<file path="src/rtl/display_timing_cfg.sv">
// display_timing_cfg
// Runtime-reconfigurable VGA/DVI timing generator for the pixel-clock domain.
// Two timing sets are kept: the active set drives the counters, the pending
// set holds an accepted config until the last pixel of the current frame so
// that a mode change never tears a frame. All video outputs are registered
// once from the counter state, so they stay mutually aligned.
module display_timing_cfg #(
    parameter int COORDINATE_WIDTH  = 16,
    parameter int FRAME_COUNT_WIDTH = 16,
    parameter int DEF_H_RES         = 640,
    parameter int DEF_H_FP          = 16,
    parameter int DEF_H_SYNC        = 96,
    parameter int DEF_H_BP          = 48,
    parameter int DEF_V_RES         = 480,
    parameter int DEF_V_FP          = 10,
    parameter int DEF_V_SYNC        = 2,
    parameter int DEF_V_BP          = 33,
    parameter int DEF_H_POL         = 0,
    parameter int DEF_V_POL         = 0
) (
    input  logic                                clk_pixel,
    input  logic                                rst_pixel_n,
    input  logic                                cfg_valid,
    output logic                                cfg_ready,
    input  logic [COORDINATE_WIDTH-2:0]         cfg_h_res,
    input  logic [COORDINATE_WIDTH-2:0]         cfg_h_fp,
    input  logic [COORDINATE_WIDTH-2:0]         cfg_h_sync,
    input  logic [COORDINATE_WIDTH-2:0]         cfg_h_bp,
    input  logic [COORDINATE_WIDTH-2:0]         cfg_v_res,
    input  logic [COORDINATE_WIDTH-2:0]         cfg_v_fp,
    input  logic [COORDINATE_WIDTH-2:0]         cfg_v_sync,
    input  logic [COORDINATE_WIDTH-2:0]         cfg_v_bp,
    input  logic                                cfg_h_pol,
    input  logic                                cfg_v_pol,
    output logic                                cfg_err,
    output logic                                hsync,
    output logic                                vsync,
    output logic                                de,
    output logic                                frame,
    output logic                                line,
    output logic signed [COORDINATE_WIDTH-1:0]  sx,
    output logic signed [COORDINATE_WIDTH-1:0]  sy,
    output logic [FRAME_COUNT_WIDTH-1:0]        frame_count
);

    localparam int FW = COORDINATE_WIDTH - 1;
    localparam int XW = COORDINATE_WIDTH + 1;

    typedef struct packed {
        logic [FW-1:0] hRes;
        logic [FW-1:0] hFp;
        logic [FW-1:0] hSync;
        logic [FW-1:0] hBp;
        logic [FW-1:0] vRes;
        logic [FW-1:0] vFp;
        logic [FW-1:0] vSync;
        logic [FW-1:0] vBp;
        logic          hPol;
        logic          vPol;
    } timing_t;

    // Zero-extend a config field into the signed working width.
    function automatic logic signed [XW-1:0] ext(input logic [FW-1:0] v);
        return $signed({2'b00, v});
    endfunction

    // First (most negative) coordinate of an axis: -(porch + sync + porch).
    function automatic logic signed [XW-1:0] axisStart(input logic [FW-1:0] fp,
                                                       input logic [FW-1:0] sync,
                                                       input logic [FW-1:0] bp);
        return -(ext(fp) + ext(sync) + ext(bp));
    endfunction

    localparam timing_t DEF_TIMING = {FW'(DEF_H_RES), FW'(DEF_H_FP), FW'(DEF_H_SYNC),
                                      FW'(DEF_H_BP), FW'(DEF_V_RES), FW'(DEF_V_FP),
                                      FW'(DEF_V_SYNC), FW'(DEF_V_BP),
                                      1'(DEF_H_POL), 1'(DEF_V_POL)};
    localparam logic signed [XW-1:0] DEF_HSTART =
        axisStart(DEF_TIMING.hFp, DEF_TIMING.hSync, DEF_TIMING.hBp);
    localparam logic signed [XW-1:0] DEF_VSTART =
        axisStart(DEF_TIMING.vFp, DEF_TIMING.vSync, DEF_TIMING.vBp);
    localparam logic signed [XW-1:0] ONE = 1;

    timing_t                r_act;
    timing_t                r_pendSet;
    logic                   r_pend;
    logic signed [XW-1:0]   r_x;
    logic signed [XW-1:0]   r_y;

    timing_t                w_cfgIn;
    logic                   w_cfgOk;
    logic                   w_accept;
    logic                   w_xLast;
    logic                   w_yLast;
    logic                   w_frameEnd;
    logic                   w_inHSync;
    logic                   w_inVSync;
    logic signed [XW-1:0]   w_hStart;
    logic signed [XW-1:0]   w_vStart;
    logic signed [XW-1:0]   w_pHStart;
    logic signed [XW-1:0]   w_pVStart;
    logic signed [XW-1:0]   w_hSyncBeg;
    logic signed [XW-1:0]   w_vSyncBeg;

    assign w_cfgIn = {cfg_h_res, cfg_h_fp, cfg_h_sync, cfg_h_bp,
                      cfg_v_res, cfg_v_fp, cfg_v_sync, cfg_v_bp,
                      cfg_h_pol, cfg_v_pol};

    // A config with zero resolution or zero sync width cannot form a frame.
    assign w_cfgOk   = (cfg_h_res != '0) && (cfg_h_sync != '0) &&
                       (cfg_v_res != '0) && (cfg_v_sync != '0);
    assign cfg_ready = !r_pend;
    assign w_accept  = cfg_valid && cfg_ready;

    assign w_hStart   = axisStart(r_act.hFp, r_act.hSync, r_act.hBp);
    assign w_vStart   = axisStart(r_act.vFp, r_act.vSync, r_act.vBp);
    assign w_pHStart  = axisStart(r_pendSet.hFp, r_pendSet.hSync, r_pendSet.hBp);
    assign w_pVStart  = axisStart(r_pendSet.vFp, r_pendSet.vSync, r_pendSet.vBp);
    assign w_hSyncBeg = w_hStart + ext(r_act.hFp);
    assign w_vSyncBeg = w_vStart + ext(r_act.vFp);
    assign w_inHSync  = (r_x >= w_hSyncBeg) && (r_x <= w_hSyncBeg + ext(r_act.hSync) - ONE);
    assign w_inVSync  = (r_y >= w_vSyncBeg) && (r_y <= w_vSyncBeg + ext(r_act.vSync) - ONE);
    assign w_xLast    = (r_x == ext(r_act.hRes) - ONE);
    assign w_yLast    = (r_y == ext(r_act.vRes) - ONE);
    assign w_frameEnd = w_xLast && w_yLast;

    // Pixel counters, config capture and frame-boundary swap of the timing sets.
    always_ff @(posedge clk_pixel or negedge rst_pixel_n) begin
        if (!rst_pixel_n) begin
            r_act     <= DEF_TIMING;
            r_pendSet <= DEF_TIMING;
            r_pend    <= 1'b0;
            r_x       <= DEF_HSTART;
            r_y       <= DEF_VSTART;
        end else begin
            if (w_xLast) begin
                if (w_yLast) begin
                    if (r_pend) begin
                        r_act  <= r_pendSet;
                        r_x    <= w_pHStart;
                        r_y    <= w_pVStart;
                        r_pend <= 1'b0;
                    end else begin
                        r_x <= w_hStart;
                        r_y <= w_vStart;
                    end
                end else begin
                    r_x <= w_hStart;
                    r_y <= r_y + ONE;
                end
            end else begin
                r_x <= r_x + ONE;
            end
            if (w_accept && w_cfgOk) begin
                r_pendSet <= w_cfgIn;
                r_pend    <= 1'b1;
            end
        end
    end

    // Output stage: one register delay from the counters for every output.
    always_ff @(posedge clk_pixel or negedge rst_pixel_n) begin
        if (!rst_pixel_n) begin
            sx          <= DEF_HSTART[COORDINATE_WIDTH-1:0];
            sy          <= DEF_VSTART[COORDINATE_WIDTH-1:0];
            hsync       <= ~DEF_TIMING.hPol;
            vsync       <= ~DEF_TIMING.vPol;
            de          <= 1'b0;
            frame       <= 1'b0;
            line        <= 1'b0;
            cfg_err     <= 1'b0;
            frame_count <= '0;
        end else begin
            sx      <= r_x[COORDINATE_WIDTH-1:0];
            sy      <= r_y[COORDINATE_WIDTH-1:0];
            hsync   <= w_inHSync ? r_act.hPol : ~r_act.hPol;
            vsync   <= w_inVSync ? r_act.vPol : ~r_act.vPol;
            de      <= !r_x[XW-1] && !r_y[XW-1];
            frame   <= (r_x == w_hStart) && (r_y == w_vStart);
            line    <= (r_x == w_hStart);
            cfg_err <= w_accept && !w_cfgOk;
            if (w_frameEnd) begin
                frame_count <= frame_count + FRAME_COUNT_WIDTH'(1);
            end
        end
    end

endmodule
</file>
<file path="config.mk">
export PLATFORM = sky130hd
export DESIGN_NAME = display_timing_cfg
export DESIGN_NICKNAME = d
export VERILOG_FILES = /design/src/rtl/display_timing_cfg.sv
export SDC_FILE = /design/constraint.sdc
export NUM_CORES = 1
export LEC_CHECK = 0
export CELL_PAD_IN_SITES_DETAIL_PLACEMENT = 2
export CELL_PAD_IN_SITES_GLOBAL_PLACEMENT = 2
export CORE_MARGIN = 5
export CORE_UTILIZATION = 39
export CTS_BUF_LIST = sky130_fd_sc_hd__clkbuf_8
export CTS_CLUSTER_DIAMETER = 80
export DETAILED_ROUTE_END_ITERATION = 10
export GPL_ROUTABILITY_DRIVEN = 0
export HOLD_SLACK_MARGIN = 0.08
export PLACE_DENSITY_LB_ADDON = 0.08
export SYNTH_ARGS = -nofsm -noshare
export SYNTH_HDL_FRONTEND = slang
export SYNTH_SLANG_ARGS = --single-unit
</file>
<file path="constraint.sdc">
create_clock -name clk_pixel -period 10.73 [get_ports clk_pixel]
set_input_delay 2.6825 -clock clk_pixel [delete_from_list [all_inputs] [get_ports clk_pixel]]
set_output_delay 2.6825 -clock clk_pixel [all_outputs]
set_load 0.005 [all_outputs]
</file>
After elaboration in Yosys (flattened, before gate mapping)
Cells that the tools add are included.
W data, S select, Z words.
{"block": "word_totals", "ramBits": 0, "ff_bits": 333, "mem_count": 0, "input_bits": 125, "output_inout_bits": 55, "latch_bits": 0, "word_cells": 98, "rom_bits": 0}
{"block": "op_classes", "reduce_logical": 23, "magnitude_cmp": 4, "bitwise": 2, "addsub": 23, "mux": 10, "n_shift": 0, "n_div": 0, "n_mul": 0, "eq_ne": 4}
{"cell": "$mux W17", "count": 5}
{"cell": "$add A16 B15 Y17", "count": 4}
{"cell": "$add A17 B16 Y17", "count": 4}
{"cell": "$neg A17 Y17", "count": 4}
{"cell": "$add A15 B15 Y16", "count": 4}
{"cell": "$reduce_bool A15 Y1", "count": 4}
{"cell": "$add A17 B2 Y17 const B", "count": 2}
{"cell": "$eq A17 B16 Y1", "count": 2}
{"cell": "$eq A17 B17 Y1", "count": 2}
{"cell": "$ge A17 B17 Y1", "count": 2}
{"cell": "$le A17 B17 Y1", "count": 2}
{"cell": "$sub A17 B2 Y17 const B", "count": 2}
{"cell": "$sub A15 B1 Y16 const B", "count": 2}
{"cell": "$add A16 B1 Y16 const B", "count": 1}
{"cell": "$logic_and A1 B1 Y1", "count": 11}
{"cell": "$mux W1", "count": 5}
{"cell": "$logic_not A1 Y1", "count": 4}
{"cell": "$reduce_bool A2 Y1", "count": 2}
{"cell": "$reduce_and A3 Y1", "count": 1}
{"cell": "$not A1 Y1", "count": 2}
{"cell": "$reduce_and A2 Y1", "count": 1}

Depth between registers and ports, before layout
Gate-level depths: netlist of run 1.
{"block": "depth", "depth_word": 9, "mapped_depth": 36, "depth_no_buf": 36}

Worst setup path before layout of run 1
Ideal clock, no wire load.
{"block": "synth_path", "path_kind": "register to register", "startpoint": "register r_act[18] in the netlist's numbering", "endpoint": "register vsync", "slack_ns": 3.289, "stages_incl_launch_ff": 36, "synth_period_minus_slack_ns": 7.441, "path_buffers": 0, "setup_ns": 0.085, "arrival_ns": 7.356, "t_required_ns": 10.645, "cell_sequence": "dfstp_2 > ha_1 > fa_1 > inv_1 > ha_1 > fa_1 > a21o_1 > a21oi_1 > o21bai_1 > a21oi_1 > xnor2_1 > ha_1 > a21o_1 > a21o_1 > o21a_1 > xnor2_1 > ha_1 > inv_1 > ha_1 > and2_1 > o21ai_0 > o31ai_1 > o41ai_1 > o21ai_0 > a21o_1 > a21oi_1 > xor2_1 > xnor2_1 > ha_1 > inv_1 > a2111oi_0 > o21ai_0 > a32o_1 > nor4_1 > a21oi_1 > xor2_1"}
{"block": "synth_between", "elab_chain_cells": 9, "elab_cells_between_ends": 10, "cone_classes": "add/sub: 6; order compare: 2; mux: 1; reduce/logical: 1"}
{"element": "start, declared", "line": "84", "text": "timing_t r_act;"}
{"element": "start signal, assigned", "line": "139", "text": "r_act <= r_pendSet;"}
{"element": "$add A15 B15 Y16", "line": "71", "text": "return -(ext(fp) + ext(sync) + ext(bp));"}
{"element": "$add A16 B15 Y17", "line": "71"}
{"element": "$neg A17 Y17", "line": "71"}
{"element": "$add A17 B16 Y17", "line": "120", "text": "assign w_vSyncBeg = w_vStart + ext(r_act.vFp);"}
{"element": "$add A17 B16 Y17", "line": "122", "text": "assign w_inVSync = (r_y >= w_vSyncBeg) && (r_y <= w_vSyncBeg + ext(r_act.vSync) - ONE);"}
{"element": "$sub A17 B2 Y17", "line": "122"}
{"element": "$le A17 B17 Y1", "line": "122"}
{"element": "$logic_and A1 B1 Y1 *", "line": "122"}
{"element": "$mux W1 *", "line": "177", "text": "vsync <= w_inVSync ? r_act.vPol : ~r_act.vPol;"}
{"element": "end signal, assigned", "line": "167", "text": "vsync <= ~DEF_TIMING.vPol;"}
{"element": "end signal, assigned", "line": "177"}
{"element": "end, declared", "line": "37", "text": "output logic vsync,"}
Every way passes the cells marked *; elsewhere a longest branch is shown, timed or not.
A chain may end at the register's enable or synchronous reset.

Worst setup path in the final report of run 1
Same ends and word-level chain as after synthesis.

==> run_results.csv, run 1 <==
group,metric,value,unit
outcome,status,"finished clean",
drt,routed_wl,84840,um
power,p_leak,13.22,nW
layout,fill_cells,6638,
timing,relSlewSlack,27.26,%
worst_setup_path,crit_path_top_delay_cell,"o311ai_1",
layout,finalNetCount,3194,
flow_run,drv_cap,0,
clock_tree,htreeDepth,3,
synthesis,ys_ff_latch,333,
layout,multi_input_area,14530,um^2
die,die_area,67180,um^2
clock_tree,clockBufferDepth,3,
drt,first_pass_iters,5,
synthesis,synth_area_leaders,"dfrtp_1 (26%), ha_1 (14%), dfstp_2 (8.9%), mux2_2 (5.8%), fa_1 (5.3%)",
die,die_h,259.2,um
synthesis,synth_nets,3010,
timing,fmax,114.6,MHz
drt,post-route-drc-count,0,
clock_tree,ctsRootBufferMaster,"clkbuf_8",
die,row_count,91,
timing,period_minus_slack,8.726,ns
worst_setup_path,worstPathArrival,9.32,ns
global_routing,grt.busiest_layer,"met2",
die,coreArea,61600,um^2
worst_setup_path,critPathCaptureType,"flop",
synthesis,synthCells,2555,
timing,setup_tns,0,ns
layout,layout.cells.non_filler,3628,
synthesis,post-synth-top-area-cell,"dfrtp_1",
place,place_inst,3507,
synthesis,synth_area,24220,um^2
global_routing,grt_util_met1,29.39,%
layout,layout-drive-gt1-share,12.58,%
worst_setup_path,crit_required,11.32,ns
drt,drtIter0Drc,688,
synthesis,synth_ff_type,"dfrtp_1",
worst_setup_path,worstPathMaxFanout,5,
global_routing,grt_pass1_vias,22708,
drt,antenna_left,0,
die,start_util,39.32,%
timing,worst_pin_slew,1.077,ns
timing,rsz0062_at_grt,"no",
power,ir_drop,71.23,uV
synthesis,ys.warnings.count,0,
synthesis,async_flop_share,100.0,%
timing,skew,0.04137,ns
synthesis,syn_avg_cell_area,9.479,um^2
synthesis,synth_top_area_share,25.93,%
synthesis,synth_common_cells,"nand2_1 (336), ha_1 (266), dfrtp_1 (251), inv_1 (250), xnor2_1 (138)",
global_routing,grt_pass1_wl,132400,um
timing,hold_ws,0.4325,ns
global_routing,track_usage,25.20,%
global_routing,grt_util_met3,3.035,%
synthesis,ys_types,77,
worst_setup_path,r2r_setup_slack,2.00,ns
worst_setup_path,setup.worst_path.class,"reg -> reg",
worst_setup_path,critical_path.max_stage_delay,0.72,ns
place,io_buffers,179,
clock_tree,insertion_delay,0.67,ns
die,die_x,259.2,um
clock_tree,cts_tree,"yes",
global_routing,grt_max_degree,90,
global_routing,antenna_found_initial,3,
timing,slew_viol_final,0,
drt,vias,19712,
clock_tree,cts_sinks,333,
clock_tree,postCtsSetupBuffers,0,
worst_setup_path,start_kind,"flop",
drt,via_per_inst,5.433,
timing,finalSetupViolations,0,
clock_tree,clkTransAtPathRegs,0.06,ns
clock_tree,cts_hold_buffers,0,
synthesis,seq_area_frac_synth,34.83,%
die,num_io_pins,180,
layout,area_delta_synth_final,16.63,%
synthesis,synth_edf_count,0,
layout,regArea,8436,um^2
global_routing,overflow,0,
global_routing,grtUsageMet2,47.55,%
power,power_density,111.6,nW/um^2
min_path,hp-class,"reg -> reg",
drt,wl_per_cell,23.38,um
clock_tree,cts.repair.resized,0,
clock_tree,numCtsBuffers,67,
timing,finalHoldViolCount,0,
place,dp_hpwl,66270,um
synthesis,yosysMostFrequentCell,"nand2_1",
timing,post-route-period-util,81.33,%
layout by cell type, fill, tap and decap left out, types with 27 or more instances in the layout:
| cell | n |
|---|---|
| a21o_1 | 49 |
| a21oi_1 | 112 |
| clkbuf_8 | 85 |
| clkdlybuf4s50_1 | 178 |
| dfrtp_1 | 251 |
| dfstp_2 | 82 |
| fa_1 | 64 |
| ha_1 | 266 |
| inv_1 | 271 |
| mux2_2 | 124 |
| nand2_1 | 335 |
| nand3_1 | 44 |
| nand4_1 | 30 |
| nor2_1 | 113 |
| nor2b_1 | 27 |
| nor3_1 | 48 |
| o21ai_0 | 123 |
| o21ai_1 | 30 |
| xnor2_1 | 138 |
| xor2_1 | 84 |
layer usage:
metal,up-vias,share of wire [%]
li1,9137,-
met1,10180,41
met2,260,53
met3,133,2.4
met4,2,3.6
met5,-,0.0083
worst max-delay path, delay by kind of cell, from the launching register on:
family                     cells  cell delay (ns)
xor gates and xnor gates       5             0.89
buffers and inverters          3             0.23
and+or+nand+nor                1             0.29
DFF                            1             0.53
AOI/OAI and AO/OA             14             4.35
adders and majority gates      7             2.37
path summary, 6_finish.rpt:
kind | startpoint | end | cells after the start
max reg2reg | r_act[18] | vsync | 30
max in group asynchronous | rst_pixel_n | r_act[0] | 2
min | r_x[5] | sx[5] | 0
max | r_act[18] | vsync | 30
min in group asynchronous | rst_pixel_n | r_pendSet[11] | 1
min reg2reg | r_x[5] | sx[5] | 0
stage by stage:
| step | instance area, um^2 | total power [mW] | util [%] | worst slack [ns] |
|---|---|---|---|---|
| after detailed placement | 26880 | 1.816 | 43.64 | 2.154 |
| after global placement | 26880 | 1.798 | 43.64 | 2.579 |
| after CTS | 28250 | 3.217 | 45.86 | 2.141 |
| after global routing | 28250 | 3.304 | 45.86 | 1.581 |
| final | 28250 | 3.151 | 45.86 | 2.004 |
| after floorplan | 24220 | 1.590 | - | 3.289 |
where the power goes:
part           total, mW  internal, mW  switching, mW  leakage, nW
Combinational      0.477         0.205          0.272         8.23
Sequential          1.31          1.28         0.0284         4.21
Clock               1.36         0.739          0.623        0.784
Total               3.15          2.23          0.923         13.2
cell type report:
| class | count | area share (%) |
|---|---|---|
| sequential | 333 | 29.86 |
| tap | 837 | 3.707 |
| multi-input combinational | 1890 | 51.45 |
| clock buffer | 85 | 4.141 |
| timing repair buffer | 196 | 6.812 |
| clock inverter | 35 | 0.6821 |
| antenna | 1 | 0.008859 |
| inverter | 251 | 3.335 |
sequential cells by signal, summed over array words and instances (netlist names):
name and count:
de 1, sx 16, r_x 17, r_y 17
line 1, hsync 1, r_pendSet 122, r_act 122
frame_count 16, vsync 1, cfg_err 1, r_pend 1
frame 1, sy 16
logic make-up after synthesis:
logic type / synth area share (%)
muxes: 6.675
AOI/OAI and AO/OA: 12.16
DFF: 34.83
and+or+nand+nor: 13.65
buffers and inverters: 5.254
xor gates and xnor gates: 8.312
adders and majority gates: 19.11
Power figures use the tool's default switching activity.
==> run 2: changes to the inputs <==
Settings changed: CORE_UTILIZATION 39 to 35.
Clock period 10.73 ns to 7.1 ns, I/O delays scaled along.
==> run 2 against run 1 <==
Effect of this change: the run now ends with setup timing left; highest routed layer is now met4; global-route usage down 1.9 points; clock-buffer cell count rose by 4; critical path type unchanged; clock skew fell by 0.0025 ns; wire length is 3.7% higher; combinational power increased by 55%.
==> run_results.csv, run 2 (same netlist as run 1, synthesis figures left out) <==
group,metric,value,unit
outcome,status,"finished, violations left",
outcome,violations,"setup timing",
die,row_count,96,
drt,first_pass_iters,4,
layout,area_delta_synth_final,26.14,%
global_routing,grt_pass1_vias,23586,
timing,skew,0.03888,ns
timing,setup_tns,-0.5656,ns
global_routing,grt_max_degree,139,
global_routing,antenna_found_initial,4,
timing,fmax,133.1,MHz
power,ir_drop,102.8,uV
power,swShare,28.96,%
drt,vias,20378,
layout,reg_top3,"r_act x122, r_pendSet x122",
timing,finalHoldViolCount,0,
die,die_area,74560,um^2
power,p_leak,14.33,nW
power,power_frac_seq,39.8,%
flow_run,drv_cap,0,
drt,via_per_inst,5.188,
power,p_int,3.532,mW
min_path,hp-class,"reg -> reg",
timing,worst_pin_slew,1.400,ns
die,die_h,273.1,um
timing,rsz0062_at_grt,"yes",
global_routing,grt_pass1_wl,136500,um
clock_tree,cts_sinks,333,
worst_setup_path,crit_required,7.66,ns
drt,post-route-drc-count,0,
drt,drtIter0Drc,696,
layout,finalNetCount,3397,
timing,relSlewSlack,5.467,%
power,power_density,162.7,nW/um^2
global_routing,overflow,0,
die,start_util,35.31,%
drt,wl_per_cell,22.40,um
drt,antenna_left,0,
worst_setup_path,start_kind,"flop",
clock_tree,ctsRootBufferMaster,"clkbuf_8",
power,p_total,4.971,mW
clock_tree,insertion_delay,0.66,ns
worst_setup_path,crit_path_top_delay_cell,"fa_1",
place,place_inst,3774,
power,netSwitchingPower,1.440,mW
clock_tree,clkTransAtPathRegs,0.06,ns
layout,layout.cells.non_filler,3928,
clock_tree,clockBufferDepth,3,
drt,routed_wl,87990,um
power,p_comb_share,14.9,%
clock_tree,cts_tree,"yes",
worst_setup_path,worstPathArrival,8.07,ns
worst_setup_path,critPathCaptureType,"flop",
die,die_x,273.1,um
layout,regArea,8436,um^2
timing,post-route-period-util,105.8,%
layout,final_cell_mix,"nand2_1 (334), inv_1 (263), ha_1 (253)",
die,num_io_pins,180,
worst_setup_path,crit_top_cell,"a21o_1",
clock_tree,cts_hold_buffers,0,
layout,multi_input_area,15010,um^2
timing,finalSetupViolations,2,
place,io_buffers,179,
die,coreArea,68590,um^2
power,power_frac_clock,45.3,%
timing,period_minus_slack,7.514,ns
place,dp_hpwl,68040,um
timing,slew_viol_final,0,
timing,setup_slack,-0.4137,ns
layout,layout-drive-gt1-share,21.23,%
clock_tree,numCtsBuffers,68,
worst_setup_path,worstPathMaxFanout,3,
worst_setup_path,critical_path.max_stage_delay,0.50,ns
worst_setup_path,setup.worst_path.class,"reg -> reg",
layout,fill_cells,7314,
layout,final_common_cell,"nand2_1",
global_routing,track_usage,23.34,%
clock_tree,htreeDepth,3,
[run 2: worst max-delay path, delay by kind of cell (launching register included)]
| kind | cells | cell delay, ns |
|---|---|---|
| xor gates and xnor gates | 5 | 0.73 |
| adders and majority gates | 7 | 2.26 |
| and+or+nand+nor | 7 | 1.12 |
| AOI/OAI and AO/OA | 13 | 2.83 |
| DFF | 1 | 0.41 |
| buffers and inverters | 1 | 0.05 |
[run 2: power groups by stage]
stage	combinational, mW	clock, mW	sequential (mW)
after global routing	0.816	2.43	1.99
final	0.740	2.25	1.98
after CTS	0.759	2.34	1.98
after floorplan	0.406	0	2.00
after detailed placement	0.746	0	2.01
after global placement	0.724	0	2.01
[run 2: path summary, 6_finish.rpt]
check	startpoint	depth (start not counted)	endpoint	slack, ns
max	r_act[63]	33	hsync	-0.41
min	r_act[1]	1	hsync	0.44
max reg2reg	r_act[63]	33	hsync	-0.41
min reg2reg	r_act[1]	1	hsync	0.44
max in group asynchronous	rst_pixel_n	2	r_x[1]	4.71
min in group asynchronous	rst_pixel_n	1	r_pendSet[11]	1.13
[run 2: final cells by class]
cell class              instances  area share [%]
diodes                          1        0.008191
clock buffers                  89           4.010
clock inverters                35          0.9461
inverters                     251           3.084
multi-input cells            1890           49.14
flip-flops and latches        333           27.61
well taps                     931           3.813
repair buffers                398           11.39
[run 2: routing by layer]
| metal | up-vias | track usage (%) | share of wire (%) |
|---|---|---|---|
| met1 | 10410 | 26.26 | 39 |
| met5 | - | 0 | 0 |
| li1 | 9541 | - | - |
| met2 | 268 | 44.78 | 54 |
| met4 | 0 | 8.005 | 3.7 |
| met3 | 159 | 3.442 | 3.1 |
[run 2: metrics by stage]
stage	setup slack, ns	hold WS (ns)	utilization [%]	area, um^2
4_1_cts	-0.2504	0.4347	44.31	30390
6_report	-0.4137	0.4360	44.54	30550
3_5_place_dp	-0.6404	0.4341	41.34	28360
5_1_grt	-0.6828	0.4360	44.54	30550
2_1_floorplan	0.02191	0.3622	-	24240
3_3_place_gp	-0.2883	0.4286	41.34	28360
[run 2: repair_timing]
action / in CTS / in global routing
pin swaps: 60 / 25
setup endpoints to repair: 2 / 2
setup buffers: 25 / 5
resized for setup: 69 / 19
